File: src/rtl/nrn_mac_if.sv
// Upstream/downstream signal bundle of the neuron MAC stage.
// Handshake: df_rdy marks data_w/data_i as valid in the cycle it is high and
// there is no backpressure, so the MAC takes every flagged pair; out_rdy is a
// one-cycle strobe that data_out/ovf carry a new result, which the consumer
// must take in that cycle. clear aborts the group in progress.
interface nrn_mac_if #(
    parameter int DATA_W = 16
);
    logic              clear;
    logic              df_rdy;
    logic [DATA_W-1:0] data_w;
    logic [DATA_W-1:0] data_i;
    logic [DATA_W-1:0] bias;
    logic [DATA_W-1:0] data_out;
    logic              out_rdy;
    logic              ovf;
    logic              busy;

    // Producer/consumer side (data fetch and result sink).
    modport master (
        output clear, df_rdy, data_w, data_i, bias,
        input  data_out, out_rdy, ovf, busy
    );

    // MAC side.
    modport slave (
        input  clear, df_rdy, data_w, data_i, bias,
        output data_out, out_rdy, ovf, busy
    );
endinterface

File: src/rtl/nrn_mac.sv
// Neuron multiply-accumulate stage: a product register (stage P) feeding an
// accumulator (stage A). The bias is folded in when the first product of a
// group reaches the accumulator, so consecutive groups run without bubbles.
// The final sum is rescaled, optionally ReLU-clamped and saturated.
module nrn_mac #(
    parameter int N_IN   = 7,
    parameter int DATA_W = 16,
    parameter int FRAC   = 8,
    parameter int RELU   = 0,
    parameter int ACC_W  = 2*DATA_W+4
) (
    input  logic   clk,
    input  logic   reset,
    nrn_mac_if.slave mac
);
    localparam int CNT_W = (N_IN > 1) ? $clog2(N_IN) : 1;
    localparam logic [CNT_W-1:0] CNT_LAST = CNT_W'(N_IN-1);

    // Output range limits, expressed at accumulator width for direct compare.
    localparam logic signed [ACC_W-1:0] SAT_MAX =
        {{(ACC_W-DATA_W+1){1'b0}}, {(DATA_W-1){1'b1}}};
    localparam logic signed [ACC_W-1:0] SAT_MIN = ~SAT_MAX;

    // Stage P state.
    logic [CNT_W-1:0]           cnt;
    logic signed [2*DATA_W-1:0] prod_q;
    logic                       pv_q;
    logic                       plast_q;

    // Stage A state.
    logic signed [ACC_W-1:0]    acc;
    logic                       first;
    logic [DATA_W-1:0]          data_out_q;
    logic                       ovf_q;
    logic                       out_rdy_q;

    // Combinational datapath of stage A.
    logic signed [ACC_W-1:0]    bias_ext;
    logic signed [ACC_W-1:0]    prod_ext;
    logic signed [ACC_W-1:0]    acc_base;
    logic signed [ACC_W-1:0]    acc_next;
    logic signed [ACC_W-1:0]    scaled;
    logic [DATA_W-1:0]          sat_res;
    logic                       sat_flag;

    assign bias_ext = {{(ACC_W-DATA_W){mac.bias[DATA_W-1]}}, mac.bias};
    assign prod_ext = {{(ACC_W-2*DATA_W){prod_q[2*DATA_W-1]}}, prod_q};

    // Sum, rescale (floor), optional ReLU and saturation of the running group.
    always_comb begin
        acc_base = first ? (bias_ext <<< FRAC) : acc;
        acc_next = acc_base + prod_ext;
        scaled   = acc_next >>> FRAC;
        if ((RELU != 0) && scaled[ACC_W-1]) begin
            scaled = '0;
        end
        sat_res  = scaled[DATA_W-1:0];
        sat_flag = 1'b0;
        if (scaled > SAT_MAX) begin
            sat_res  = {1'b0, {(DATA_W-1){1'b1}}};
            sat_flag = 1'b1;
        end else if (scaled < SAT_MIN) begin
            sat_res  = {1'b1, {(DATA_W-1){1'b0}}};
            sat_flag = 1'b1;
        end
    end

    // Stage P: register the product of each accepted pair and track the term index.
    always_ff @(posedge clk or negedge reset) begin
        if (!reset) begin
            cnt     <= '0;
            prod_q  <= '0;
            pv_q    <= 1'b0;
            plast_q <= 1'b0;
        end else if (mac.clear) begin
            cnt  <= '0;
            pv_q <= 1'b0;
        end else if (mac.df_rdy) begin
            prod_q  <= $signed(mac.data_w) * $signed(mac.data_i);
            pv_q    <= 1'b1;
            plast_q <= (cnt == CNT_LAST);
            cnt     <= (cnt == CNT_LAST) ? '0 : cnt + 1'b1;
        end else begin
            pv_q <= 1'b0;
        end
    end

    // Stage A: accumulate, and on the last term of a group publish the result.
    always_ff @(posedge clk or negedge reset) begin
        if (!reset) begin
            acc        <= '0;
            first      <= 1'b1;
            data_out_q <= '0;
            ovf_q      <= 1'b0;
            out_rdy_q  <= 1'b0;
        end else if (mac.clear) begin
            first     <= 1'b1;
            out_rdy_q <= 1'b0;
        end else begin
            out_rdy_q <= 1'b0;
            if (pv_q) begin
                if (plast_q) begin
                    first      <= 1'b1;
                    data_out_q <= sat_res;
                    ovf_q      <= sat_flag;
                    out_rdy_q  <= 1'b1;
                end else begin
                    acc   <= acc_next;
                    first <= 1'b0;
                end
            end
        end
    end

    assign mac.data_out = data_out_q;
    assign mac.ovf      = ovf_q;
    assign mac.out_rdy  = out_rdy_q;
    assign mac.busy     = (cnt != '0) || pv_q;

endmodule
File: src/flat_wrapper.sv
// flat-port wrapper written by rule: the top's interface ports become plain ports
module nrn_mac_flat 
#(
    parameter int N_IN   = 7,
    parameter int DATA_W = 16,
    parameter int FRAC   = 8,
    parameter int RELU   = 0,
    parameter int ACC_W  = 2*DATA_W+4
)
  (clk, reset, mac_clear, mac_df_rdy, mac_data_w, mac_data_i, mac_bias, mac_data_out, mac_out_rdy, mac_ovf, mac_busy);
  nrn_mac_if #(.DATA_W(DATA_W)) mac_i ();
  input  logic clk;
  input  logic reset;
  input wire logic [$bits(mac_i.clear)-1:0] mac_clear;
  input wire logic [$bits(mac_i.df_rdy)-1:0] mac_df_rdy;
  input wire logic [$bits(mac_i.data_w)-1:0] mac_data_w;
  input wire logic [$bits(mac_i.data_i)-1:0] mac_data_i;
  input wire logic [$bits(mac_i.bias)-1:0] mac_bias;
  output wire logic [$bits(mac_i.data_out)-1:0] mac_data_out;
  output wire logic [$bits(mac_i.out_rdy)-1:0] mac_out_rdy;
  output wire logic [$bits(mac_i.ovf)-1:0] mac_ovf;
  output wire logic [$bits(mac_i.busy)-1:0] mac_busy;
  assign mac_i.clear = mac_clear;
  assign mac_i.df_rdy = mac_df_rdy;
  assign mac_i.data_w = mac_data_w;
  assign mac_i.data_i = mac_data_i;
  assign mac_i.bias = mac_bias;
  assign mac_data_out = mac_i.data_out;
  assign mac_out_rdy = mac_i.out_rdy;
  assign mac_ovf = mac_i.ovf;
  assign mac_busy = mac_i.busy;
  nrn_mac #(.N_IN(N_IN), .DATA_W(DATA_W), .FRAC(FRAC), .RELU(RELU), .ACC_W(ACC_W)) u_core (.clk(clk), .reset(reset), .mac(mac_i));
endmodule
File: config.mk
export PLATFORM = sky130hd
export DESIGN_NAME = nrn_mac_flat
export DESIGN_NICKNAME = d
export VERILOG_FILES = /design/src/rtl/nrn_mac_if.sv /design/src/rtl/nrn_mac.sv /design/src/flat_wrapper.sv
export SDC_FILE = /design/constraint.sdc
export NUM_CORES = 1
export LEC_CHECK = 0
export ABC_CLOCK_PERIOD_IN_PS = 5700
export BUFFER_PORTS_ARGS = -buffer_cell sky130_fd_sc_hd__buf_2
export CAP_MARGIN = 20
export CELL_PAD_IN_SITES_DETAIL_PLACEMENT = 1
export CELL_PAD_IN_SITES_GLOBAL_PLACEMENT = 1
export CORE_ASPECT_RATIO = 0.8
export CORE_MARGIN = 5
export CORE_UTILIZATION = 44
export CTS_CLUSTER_SIZE = 10
export DETAILED_ROUTE_END_ITERATION = 7
export PLACE_DENSITY = 0.74
export SLEW_MARGIN = 10
export SYNTH_ARGS = -nofsm -noshare
export SYNTH_HDL_FRONTEND = slang
export SYNTH_SLANG_ARGS = --single-unit
File: constraint.sdc
create_clock -name clk -period 5.7 [get_ports clk]
set_clock_uncertainty 0.05 [all_clocks]
set_input_delay 0 -clock clk [delete_from_list [all_inputs] [get_ports clk]]
set_output_delay 0 -clock clk [all_outputs]
set_load 0.02 [all_outputs]
### Word-level counts from Yosys, hierarchy flattened

Index checks and enable logic that the tools add are counted.
W data, S select, Z words.

* bits in registers: 92
* output and inout port bits: 19
* bits of input ports: 52

* add/sub/neg operators: 2
* multiplexer cells: 15
* magnitude comparators: 2
* reductions and logical operators: 7
* multipliers: 1
* equality and inequality tests: 1
* bitwise gates (word level): 2

Operators with widths (number)
* $add A36 B32 Y36: 1
* $mux W36: 1
* $mul A16 B16 Y32: 1
* $mux W16: 2
* $gt A28 B16 Y1 const B: 1
* $lt A28 B16 Y1 const B: 1
* $mux W1: 9
* $mux W3: 3
* $reduce_and A3 Y1: 2
* $reduce_bool A2 Y1: 2
* $add A3 B1 Y3 const B: 1
* $eq A3 B3 Y1 const B: 1
* $reduce_bool A3 Y1: 1
* $not A1 Y1: 2
* $reduce_and A2 Y1: 1
* $logic_or A1 B1 Y1: 1

### Depth between registers and ports, before layout

Gate-level depths: netlist of the first run.

* word-level depth: 5
* gate-level depth with buffers: 25
* gate-level depth less buffers: 24

### Worst setup path before layout of the first run

OpenSTA, ideal clock, no wires.

* kind: input to register
* start: in mac_data_w[15]
* end: reg u_core.prod_q[31]
* arrival time: 5.746 ns
* setup slack: -0.230 ns
* stages: 21
* cell sequence: clkbuf_1 -> nand2_1 -> inv_1 -> fa_1 -> fa_1 -> fa_1 -> fa_1 -> fa_1 -> inv_1 -> fa_1 -> inv_1 -> ha_1 -> a21o_1 -> a21o_1 -> a2111oi_0 -> o311ai_0 -> a311oi_1 -> o21ai_0 -> a31oi_1 -> xnor2_1 -> o21ai_0

* longest elaborated chain between the ends: 1

Ends and longest elaborated chain
* start: declaration: RTL line flat_wrapper.sv:16 `input wire logic [$bits(mac_i.data_w)-1:0] mac_data_w;`
* $mul A16 B16 Y32: RTL line nrn_mac.sv:79 `prod_q <= $signed(mac.data_w) * $signed(mac.data_i);`
* end signal: assignment: RTL line nrn_mac.sv:79
* end: declaration: RTL line nrn_mac.sv:26 `logic signed [2*DATA_W-1:0] prod_q;`

Every way passes these cells.
A chain may end at the register's enable or synchronous reset.

### Worst setup path after layout of the first run

Ends and elaborated chain as after synthesis.

==> run_results.csv, run 1 <==
group,metric,value,unit
synth,syn-num-nets,2246,
synth,netlist.area_leader.share,33.0,%
placement,post_dp_cell_area,0.0177,sq mm
sta,setup_viol,0,
floorplan,coreArea,0.0358,sq mm
clock_network,htreeDepth,3,
synth,ys_warn_count,0,
worst_setup_path,worstPathArrival,5.69,ns
sta,fin_crit,5.52,ns
drt,drt_iter0_markers,674,
floorplan,die_height,180,microns
worst_setup_path,r2r_cells,12,
synth,syn_inst,1814,
synth,synth_area_per_cell,8.79,sq um
outcome,outcome,"complete, no violations",
placement,dp_hpwl,37500,microns
worst_setup_path,crit_path_frequent_cell,"fa_1",
worst_setup_path,r2r_end,"u_core.mac.data_out[0]",
synth,ys_types,69,
floorplan,ios,71,
worst_setup_path,critPathCaptureType,"register",
synth,ys_seq_area_share,14.4,%
worst_setup_path,worstSetupStartpoint,"mac_data_w[15]",
placement,pre_cts_ws,-0.487,ns
worst_setup_path,endpoint,"u_core.prod_q[31]",
worst_setup_path,cp_cell_sequence,"buf_2 -> nand2_4 -> inv_1 -> buf_4 -> fa_2 -> buf_6 -> fa_1 -> fa_1 -> fa_1 -> fa_1 -> inv_1 -> fa_1 -> inv_1 -> ha_1 -> a21o_1 -> a2111oi_4 -> o311ai_4 -> a311oi_1 -> buf_4 -> o21ai_1 -> a31oi_1 -> xnor2_1 -> o21ai_1",
floorplan,start_util,44.5,%
global_routing,grt-ovfl-total,0,
worst_setup_path,cp_max_fo,5,
sta,post-route-period-util,96.8,%
worst_setup_path,cpPeakStageDelay,0.60,ns
synth,synthFlopType,"dfrtp_1",
clock_network,clockRootBuffer,"clkbuf_16",
layout,drive_gt1_share,14.8,%
sta,setup_slack,0.183,ns
layout,n_antenna_cell,0,
drt,drc,0,
floorplan,num_rows,62,
sta,fmax,181,MHz
synth,synthTopCellsByArea,"fa_1 33%, dfrtp_1 14%, ha_1 9.2%",
placement,dpl.cell_count,2429,
worst_setup_path,crit_required,5.87,ns
floorplan,die_x,223,microns
global_routing,grt_max_degree,61,
synth,ys_ff_latch,92,
floorplan,die_area,0.0402,sq mm
job,drv_cap,0,
global_routing,grt_pass1_vias,14700,
clock_network,clock_latency,0.36,ns
sta,relSlewSlack,51.8,%
worst_hold_path,min-delay-path-class,"primary input to register",
clock_network,cts_inserted_buffers,9,
sta,worstMarginPinSlew,0.721,ns
worst_setup_path,worst_path_max_delay_cell,"fa_2",
drt,dr.pass1.iters,5,
clock_network,clockBufferDepth,2,
global_routing,antenna_found_initial,1,
synth,async_flop_share,100,%
layout,final.fill_count,4279,
global_routing,grt_usage,22.2,%
drt,wl_per_cell,17.7,microns
drt,vias,12800,
sta,final-hold-violation-count,0,
clock_network,cts_tree,"built",
worst_setup_path,path_class,"primary input to register",
sta,slew_violations,0,
layout,fin_nets,2399,
placement,gp_congestion,0.858,
clock_network,path_clk_slew,0.07,ns
worst_setup_path,reg2reg_from,"u_core.first",
layout,areaGrowthSynthToFinish,15.0,%
synth,yosys.area.top_type,"fa_1",
drt,antenna_left,0,
drt,via_per_inst,5.24,
worst_setup_path,reg2reg_slack,0.59,ns
synth,synth_area,0.0159,sq mm
synth,synth_edf_count,0,
drt,totalWireLength,43500,microns
layout,final_cells,2452,
global_routing,grt_pass1_wl,73800,microns
clock_network,cts_sinks,92,
worst_setup_path,cp-start-kind,"primary input",
placement,port_buffers,70,
layout,stdcell_area,0.0183,sq mm
-- cells by family (layout without fill, tap and decap cells) --
| family | count (synthesis) | in the layout | synth area share, % |
|---|---|---|---|
| simple gates | 538 | 538 | 16.2 |
| buf+inv | 423 | 581 | 10.1 |
| fa+ha+maj | 380 | 380 | 42.2 |
| compound gates | 290 | 290 | 11.6 |
| flops | 92 | 92 | 14.4 |
| xor+xnor | 60 | 60 | 3.30 |
| mux | 31 | 31 | 2.17 |
-- per-stage QoR --
stage          TNS (ns)  utilization (%)  hold slack (ns)
6_report              0             51.1            0.102
5_1_grt         -0.0417             51.1           0.0942
4_1_cts         -0.0265             50.4           0.0828
3_5_place_dp      -2.94             49.3          0.00128
3_3_place_gp      -1.48             49.3         -0.00890
2_1_floorplan         0                -           -0.346
-- synthesized netlist by cell type, drive strengths merged (14+ instances only) --
cell / instances
nand2b: 14
mux2: 29
a21oi: 58
dfrtp: 91
ha: 117
nor3: 21
nand2: 228
a21o: 34
clkbuf: 57
and2: 129
o21ai: 100
xor2: 26
inv: 359
a31oi: 14
fa: 263
nor2: 81
xnor2: 34
nand4: 15
-- how the worst min path moves through the flow --
| stage | from | to | cells past startpoint |
|---|---|---|---|
| CTS | mac_data_w[0] | u_core.prod_q[0] | 4 |
| global placement | reset | u_core.mac.data_out[3] | 1 |
| detailed placement | reset | u_core.mac.data_out[3] | 1 |
| finish | mac_data_w[0] | u_core.prod_q[0] | 4 |
| global route | mac_data_w[0] | u_core.prod_q[0] | 4 |
| floorplan | reset | u_core.acc[0] | 0 |
-- area by class of cell --
| type | instances | area [sq um] | area share, % |
|---|---|---|---|
| Tap cell | 480 | 601 | 3.28 |
| Multi-Input combinational cell | 1299 | 12300 | 67.0 |
| Clock inverter | 4 | 73.8 | 0.403 |
| Sequential cell | 92 | 2300 | 12.6 |
| Inverter | 360 | 1350 | 7.37 |
| Timing Repair Buffer | 205 | 1470 | 7.99 |
| Clock buffer | 12 | 246 | 1.34 |
-- routing by layer --
metal	global-route usage, %	vias to the layer above	wire length, microns
li1	-	6012	-
met1	29.6	6599	19100
met2	39.9	180	22300
met3	2.48	51	1430
met4	3.82	2	643
met5	0	-	18
-- repair_timing --
item	in CTS	in global routing
gates resized for setup	5	68
setup buffers	0	3
setup endpoints to repair	5	8
hold buffers	5	0
hold endpoints to repair	47	0
pin swaps	3	42
-- state kept, by name (all words and copies together) (netlist names) --
| register | flops |
|---|---|
| u_core.first | 1 |
| u_core.acc | 36 |
| u_core.cnt | 3 |
| u_core.mac.out_rdy | 1 |
| u_core.pv_q | 1 |
| u_core.mac.ovf | 1 |
| u_core.plast_q | 1 |
| u_core.mac.data_out | 16 |
| u_core.prod_q | 32 |
-- worst max-delay path, delay by kind of cell --
kind	cells	cell delay, ns
buffers and inverters	7	0.76
adder cells (fa/ha/maj)	7	3.36
AND/OR/NAND/NOR	1	0.09
XOR/XNOR	1	0.14
AO/OA/AOI/OAI	7	1.32
-- cells in the final DEF, fill, tap and decap left out, drive strengths merged, types with 11 or more instances in the layout --
master  instances
o211ai         11
nand2         228
nor2           81
inv           359
nor2b          13
xnor2          34
xor2           26
mux2           29
nand2b         14
a21oi          58
o21ai         100
a31oi          14
nand4          15
a21o           34
dfrtp          91
fa            263
buf           188
nor3           21
ha            117
and2          129
clkbuf         24
Power of run 1 is not shown: default switching activity piles up to over one toggle a cycle in this logic, so the estimate is an artifact.
==> run 2: changes to the inputs <==
BUFFER_PORTS_ARGS = -buffer_cell sky130_fd_sc_hd__buf_4   (was -buffer_cell sky130_fd_sc_hd__buf_2)
==> run 2 against run 1 <==
Flip-flop and latch count stayed put. Core utilization up 0.47 points. Die area unchanged. Hold slack got worse by 0.010 ns. Register-to-register slack got worse by 0.22 ns. Setup slack got worse by 0.059 ns.
==> run_results.csv, run 2 (synthesis results as in run 1) <==
group,metric,value,unit
outcome,outcome,"complete, no violations",
layout,layout_common_cells,"354 x inv_1, 256 x fa_1, 224 x nand2_1, 191 x buf_4, 125 x and2_1",
sta,setup_slack,0.124,ns
layout,fin_nets,2404,
layout,areaGrowthSynthToFinish,16.0,%
global_routing,top_usage_layer,"met2",
drt,via_per_inst,5.28,
global_routing,grt_usage,22.3,%
global_routing,grt_use_met2,39.9,%
sta,worstMarginPinSlew,0.767,ns
clock_network,htreeDepth,3,
global_routing,gr-usage-met3,2.62,%
clock_network,cts_tree,"built",
drt,wl_per_cell,17.8,microns
sta,fin_crit,5.58,ns
drt,drt_iter0_markers,569,
clock_network,cts_sinks,92,
global_routing,grt-ovfl-total,0,
clock_network,clockRootBuffer,"clkbuf_16",
floorplan,die_height,180,microns
drt,vias,13000,
global_routing,grt_pass1_wl,73900,microns
floorplan,num_rows,62,
layout,final_cells,2458,
sta,setup_viol,0,
floorplan,ios,71,
placement,pre_cts_ws,-0.504,ns
drt,dr.pass1.iters,5,
worst_setup_path,crit_required,5.87,ns
global_routing,grt_pass1_vias,14700,
global_routing,antenna_found_initial,0,
drt,totalWireLength,43800,microns
worst_setup_path,critPathCaptureType,"register",
sta,fin_setup_tns,0,ns
worst_setup_path,path_class,"primary input to register",
global_routing,use_met1,29.9,%
clock_network,clockBufferDepth,2,
job,drv_cap,0,
layout,layout_commonest_cell,"inv_1",
clock_network,path_clk_slew,0.07,ns
layout,regMostFlops,"u_core.acc",
clock_network,cts_inserted_buffers,9,
global_routing,grt_max_degree,61,
worst_setup_path,cp-start-kind,"primary input",
sta,rsz0062_at_grt,"yes",
placement,dpl.cell_count,2430,
floorplan,die_area,0.0402,sq mm
sta,slew_violations,0,
worst_hold_path,min-delay-path-class,"primary input to register",
layout,drive_gt1_share,15.3,%
worst_setup_path,worstPathArrival,5.75,ns
sta,final-hold-violation-count,0,
placement,gp_congestion,0.847,
floorplan,start_util,44.5,%
placement,port_buffers,70,
worst_setup_path,cp_max_fo,6,
sta,fmax,179,MHz
sta,post-route-period-util,97.8,%
floorplan,die_x,223,microns
drt,drc,0,
sta,relSlewSlack,48.8,%
floorplan,coreArea,0.0358,sq mm
layout,post-route-util,51.6,%
placement,dp_hpwl,37400,microns
drt,antenna_left,0,
clock_network,clock_latency,0.36,ns
layout,largest_reg_flops,36,
==> run 2: cell count changes in the layout (fill, tap and decap cells not counted), sizes merged <==
| cell | delta |
|---|---|
| clkbuf | -12 |
| inv | -1 |
| bufinv | -1 |
| diode | +1 |
| buf | +17 |
| clkinv | +1 |
| clkinvlp | +1 |
==> run 2: layout make-up <==
class	count	area, sq um
Clock inverter	4	48.8
Antenna cell	1	2.50
Fill cell	4299	17300
Sequential cell	92	2300
Inverter	360	1360
Multi-Input combinational cell	1299	12300
Tap cell	480	601
Clock buffer	12	246
Timing Repair Buffer	210	1680
==> run 2: repair_timing <==
| item | CTS | global route |
|---|---|---|
| pin swaps | 4 | 51 |
| hold buffers | 5 | 0 |
| resized for setup | 7 | 64 |
| endpoints found under the setup margin | 4 | 8 |
| endpoints found under the hold margin | 47 | 0 |
| setup buffers | 2 | 5 |
==> run 2: stage by stage <==
step	area (sq um)	hold slack, ns
5_1_grt	18500	0.128
4_1_cts	18200	0.0854
3_5_place_dp	17800	-0.00756
6_report	18500	0.0917
3_3_place_gp	17800	-0.0173
2_1_floorplan	16000	-0.346
==> run 2: final timing paths <==
kind,startpoint,end,slack (ns),cells after the start
worst max-delay path,mac_data_w[5],u_core.prod_q[29],0.12,22
worst min-delay path,mac_data_w[0],u_core.prod_q[0],0.09,4
worst max register to register,u_core.first,u_core.mac.data_out[1],0.37,13
worst min register to register,u_core.acc[4],u_core.acc[4],0.43,1
max in group asynchronous,reset,u_core.prod_q[28],4.36,3
min in group asynchronous,reset,u_core.mac.data_out[4],0.15,2
==> run 2: layer usage <==
layer / up-vias / part of all wire [%]
met2: 172 / 51
met1: 6727 / 44
met5: - / 0
met4: 0 / 1.6
met3: 56 / 2.9
li1: 6024 / -
==> run 2: critical path, stage by stage <==
cell and delay, ns:
buf_12 0.12, buf_8 0.12, and2_4 0.15, fa_1 0.48, fa_1 0.58, fa_1 0.47
fa_1 0.52, fa_1 0.54, inv_2 0.04, fa_1 0.50, inv_2 0.05, ha_4 0.21
a21o_1 0.17, a21o_1 0.20, a2111oi_4 0.38, o311ai_4 0.19, a311oi_2 0.33, buf_4 0.18
o21bai_1 0.06, a21oi_1 0.19, xor2_1 0.18, o21ai_1 0.07
Power of run 2 is left out for the same reason.
==> run 3: changes to the inputs <==
CORE_UTILIZATION = 40   (was 44)
PLACE_DENSITY = 0.68   (was 0.74)
==> run 3 against run 2 <==
Sequential share of layout area is essentially flat. Die area rose by 9.5%. Hold slack got worse by 0.0098 ns. Setup slack better by 0.022 ns. Critical path depth stayed put. Global-route usage shrank 2.0 points. First-iteration DRC count down 3.3%. Register-to-register slack better by 0.41 ns. Fmax rose by 0.40%. Final cell count up 2.1%. Largest cell class unchanged.
==> run_results.csv, run 3 (synthesis results as in run 1) <==
group,metric,value,unit
worst_setup_path,cp_cell_sequence,"buf_4 -> buf_4 -> and2_4 -> fa_1 -> fa_1 -> fa_1 -> fa_1 -> fa_1 -> inv_1 -> fa_1 -> inv_2 -> ha_4 -> a21o_1 -> a21o_1 -> a2111oi_4 -> o311ai_4 -> a311oi_2 -> buf_4 -> o21ai_1 -> a31oi_1 -> xnor2_1 -> o21ai_1",
layout,drive_gt1_share,15.0,%
floorplan,die_x,233,microns
clock_network,cts_inserted_buffers,9,
outcome,outcome,"complete, no violations",
clock_network,cts_tree,"built",
worst_setup_path,worstPathArrival,5.74,ns
clock_network,path_clk_slew,0.07,ns
global_routing,grt_pass1_wl,72900,microns
global_routing,grt_max_degree,61,
global_routing,antenna_found_initial,0,
global_routing,grt_pass1_vias,14300,
sta,worstMarginPinSlew,0.693,ns
worst_hold_path,min-delay-path-class,"primary input to register",
drt,antenna_left,0,
sta,fin_crit,5.55,ns
floorplan,die_area,0.0440,sq mm
drt,via_per_inst,5.04,
worst_setup_path,crit_required,5.88,ns
sta,setup_viol,0,
sta,holdWs,0.0818,ns
global_routing,grt-ovfl-total,0,
layout,largest_reg_flops,36,
worst_setup_path,crit_path_frequent_cell,"fa_1",
global_routing,grt_usage,20.4,%
sta,fmax,180,MHz
drt,dr.pass1.iters,5,
worst_setup_path,path_class,"primary input to register",
worst_setup_path,path_delay_family,"adder cells",
sta,final-hold-violation-count,0,
worst_setup_path,cp-start-kind,"primary input",
sta,relSlewSlack,53.4,%
drt,drc,0,
layout,areaGrowthSynthToFinish,16.0,%
placement,port_buffers,70,
floorplan,start_util,40.4,%
clock_network,clockBufferDepth,2,
layout,post-route-util,46.9,%
sta,post-route-period-util,97.4,%
drt,drt_iter0_markers,550,
clock_network,htreeDepth,3,
layout,final.fill_count,4635,
worst_setup_path,worst_path_max_delay_cell,"fa_1",
layout,layout_common_cells,"356 x inv_1, 256 x fa_1, 224 x nand2_1, 194 x buf_4, 127 x and2_1",
layout,layout_commonest_cell,"inv_1",
worst_setup_path,cp.buffers_inverters,5,
layout,regMostFlops,"u_core.acc",
drt,vias,12600,
clock_network,cts_sinks,92,
drt,totalWireLength,42500,microns
layout,fin_nets,2401,
worst_setup_path,cp_max_fo,5,
sta,rsz0062_at_grt,"yes",
floorplan,coreArea,0.0394,sq mm
floorplan,die_height,189,microns
sta,slew_violations,0,
floorplan,ios,71,
floorplan,num_rows,65,
layout,n_antenna_cell,0,
drt,wl_per_cell,16.9,microns
placement,gp_congestion,0.890,
job,drv_cap,0,
placement,dp_hpwl,36900,microns
clock_network,clock_latency,0.36,ns
worst_setup_path,cpPeakStageDelay,0.58,ns
clock_network,clockRootBuffer,"clkbuf_16",
worst_setup_path,critPathCaptureType,"register",
==> run 3: changes by cell type in the layout (fill, tap and decap cells not counted), sizes merged <==
cell,previous run,this run
buf,205,202
inv,358,360
bufinv,1,0
clkbuf,12,11
clkinv,4,3
clkinvlp,1,2
diode,1,0
==> run 3: layout make-up <==
cell class | instances | area [sq um] | share of cell area [%]
clock buffer | 11 | 233 | 1.26
inverter | 360 | 1350 | 7.31
tap | 536 | 671 | 3.63
sequential | 92 | 2300 | 12.5
multi-input combinational | 1299 | 12300 | 66.3
clock inverter | 5 | 37.5 | 0.203
timing repair buffer | 207 | 1630 | 8.82
==> run 3: timing repair <==
action,4_1_cts,5_1_grt
pin swaps,3,38
gates cloned,0,0
gates resized for setup,3,54
endpoints found under the setup margin,3,9
endpoints found under the hold margin,49,0
hold buffers,5,0
buffers inserted,0,4
==> run 3: worst min-delay path, stage by stage <==
cell     delay [ns]
buf_4          0.14
buf_4          0.17
nand3_1        0.08
nand2_1        0.05
==> run 3: metal layers <==
layer / GRT usage, % / wire length [microns]
met1: 28.6 / 20000
met2: 35.4 / 21100
met3: 2.15 / 975
met4: 2.48 / 357
met5: 0 / 0
==> run 3: worst paths after layout <==
kind	cells after the start	end	slack (ns)	from
min	4	u_core.prod_q[0]	0.08	mac_data_w[0]
max reg2reg	13	u_core.mac.ovf	0.78	u_core.first
max	22	u_core.prod_q[31]	0.15	mac_data_w[4]
min in group asynchronous	2	u_core.mac.data_out[1]	0.15	reset
max in group asynchronous	3	u_core.acc[24]	4.38	reset
min reg2reg	2	u_core.acc[7]	0.42	u_core.acc[7]
==> run 3: metrics by stage <==
stage / std cells / cell area [sq um] / setup TNS (ns) / worst slack (ns)
floorplan: 1814 / 16000 / 0 / 0.00279
global placement: 2486 / 17900 / -1.71 / -0.373
detailed placement: 2486 / 17900 / -2.23 / -0.426
CTS: 2507 / 18200 / 0 / 0.00484
global route: 2510 / 18500 / -0.144 / -0.0768
finish: 2510 / 18500 / 0 / 0.146
Power of run 3 is left out for the same reason.
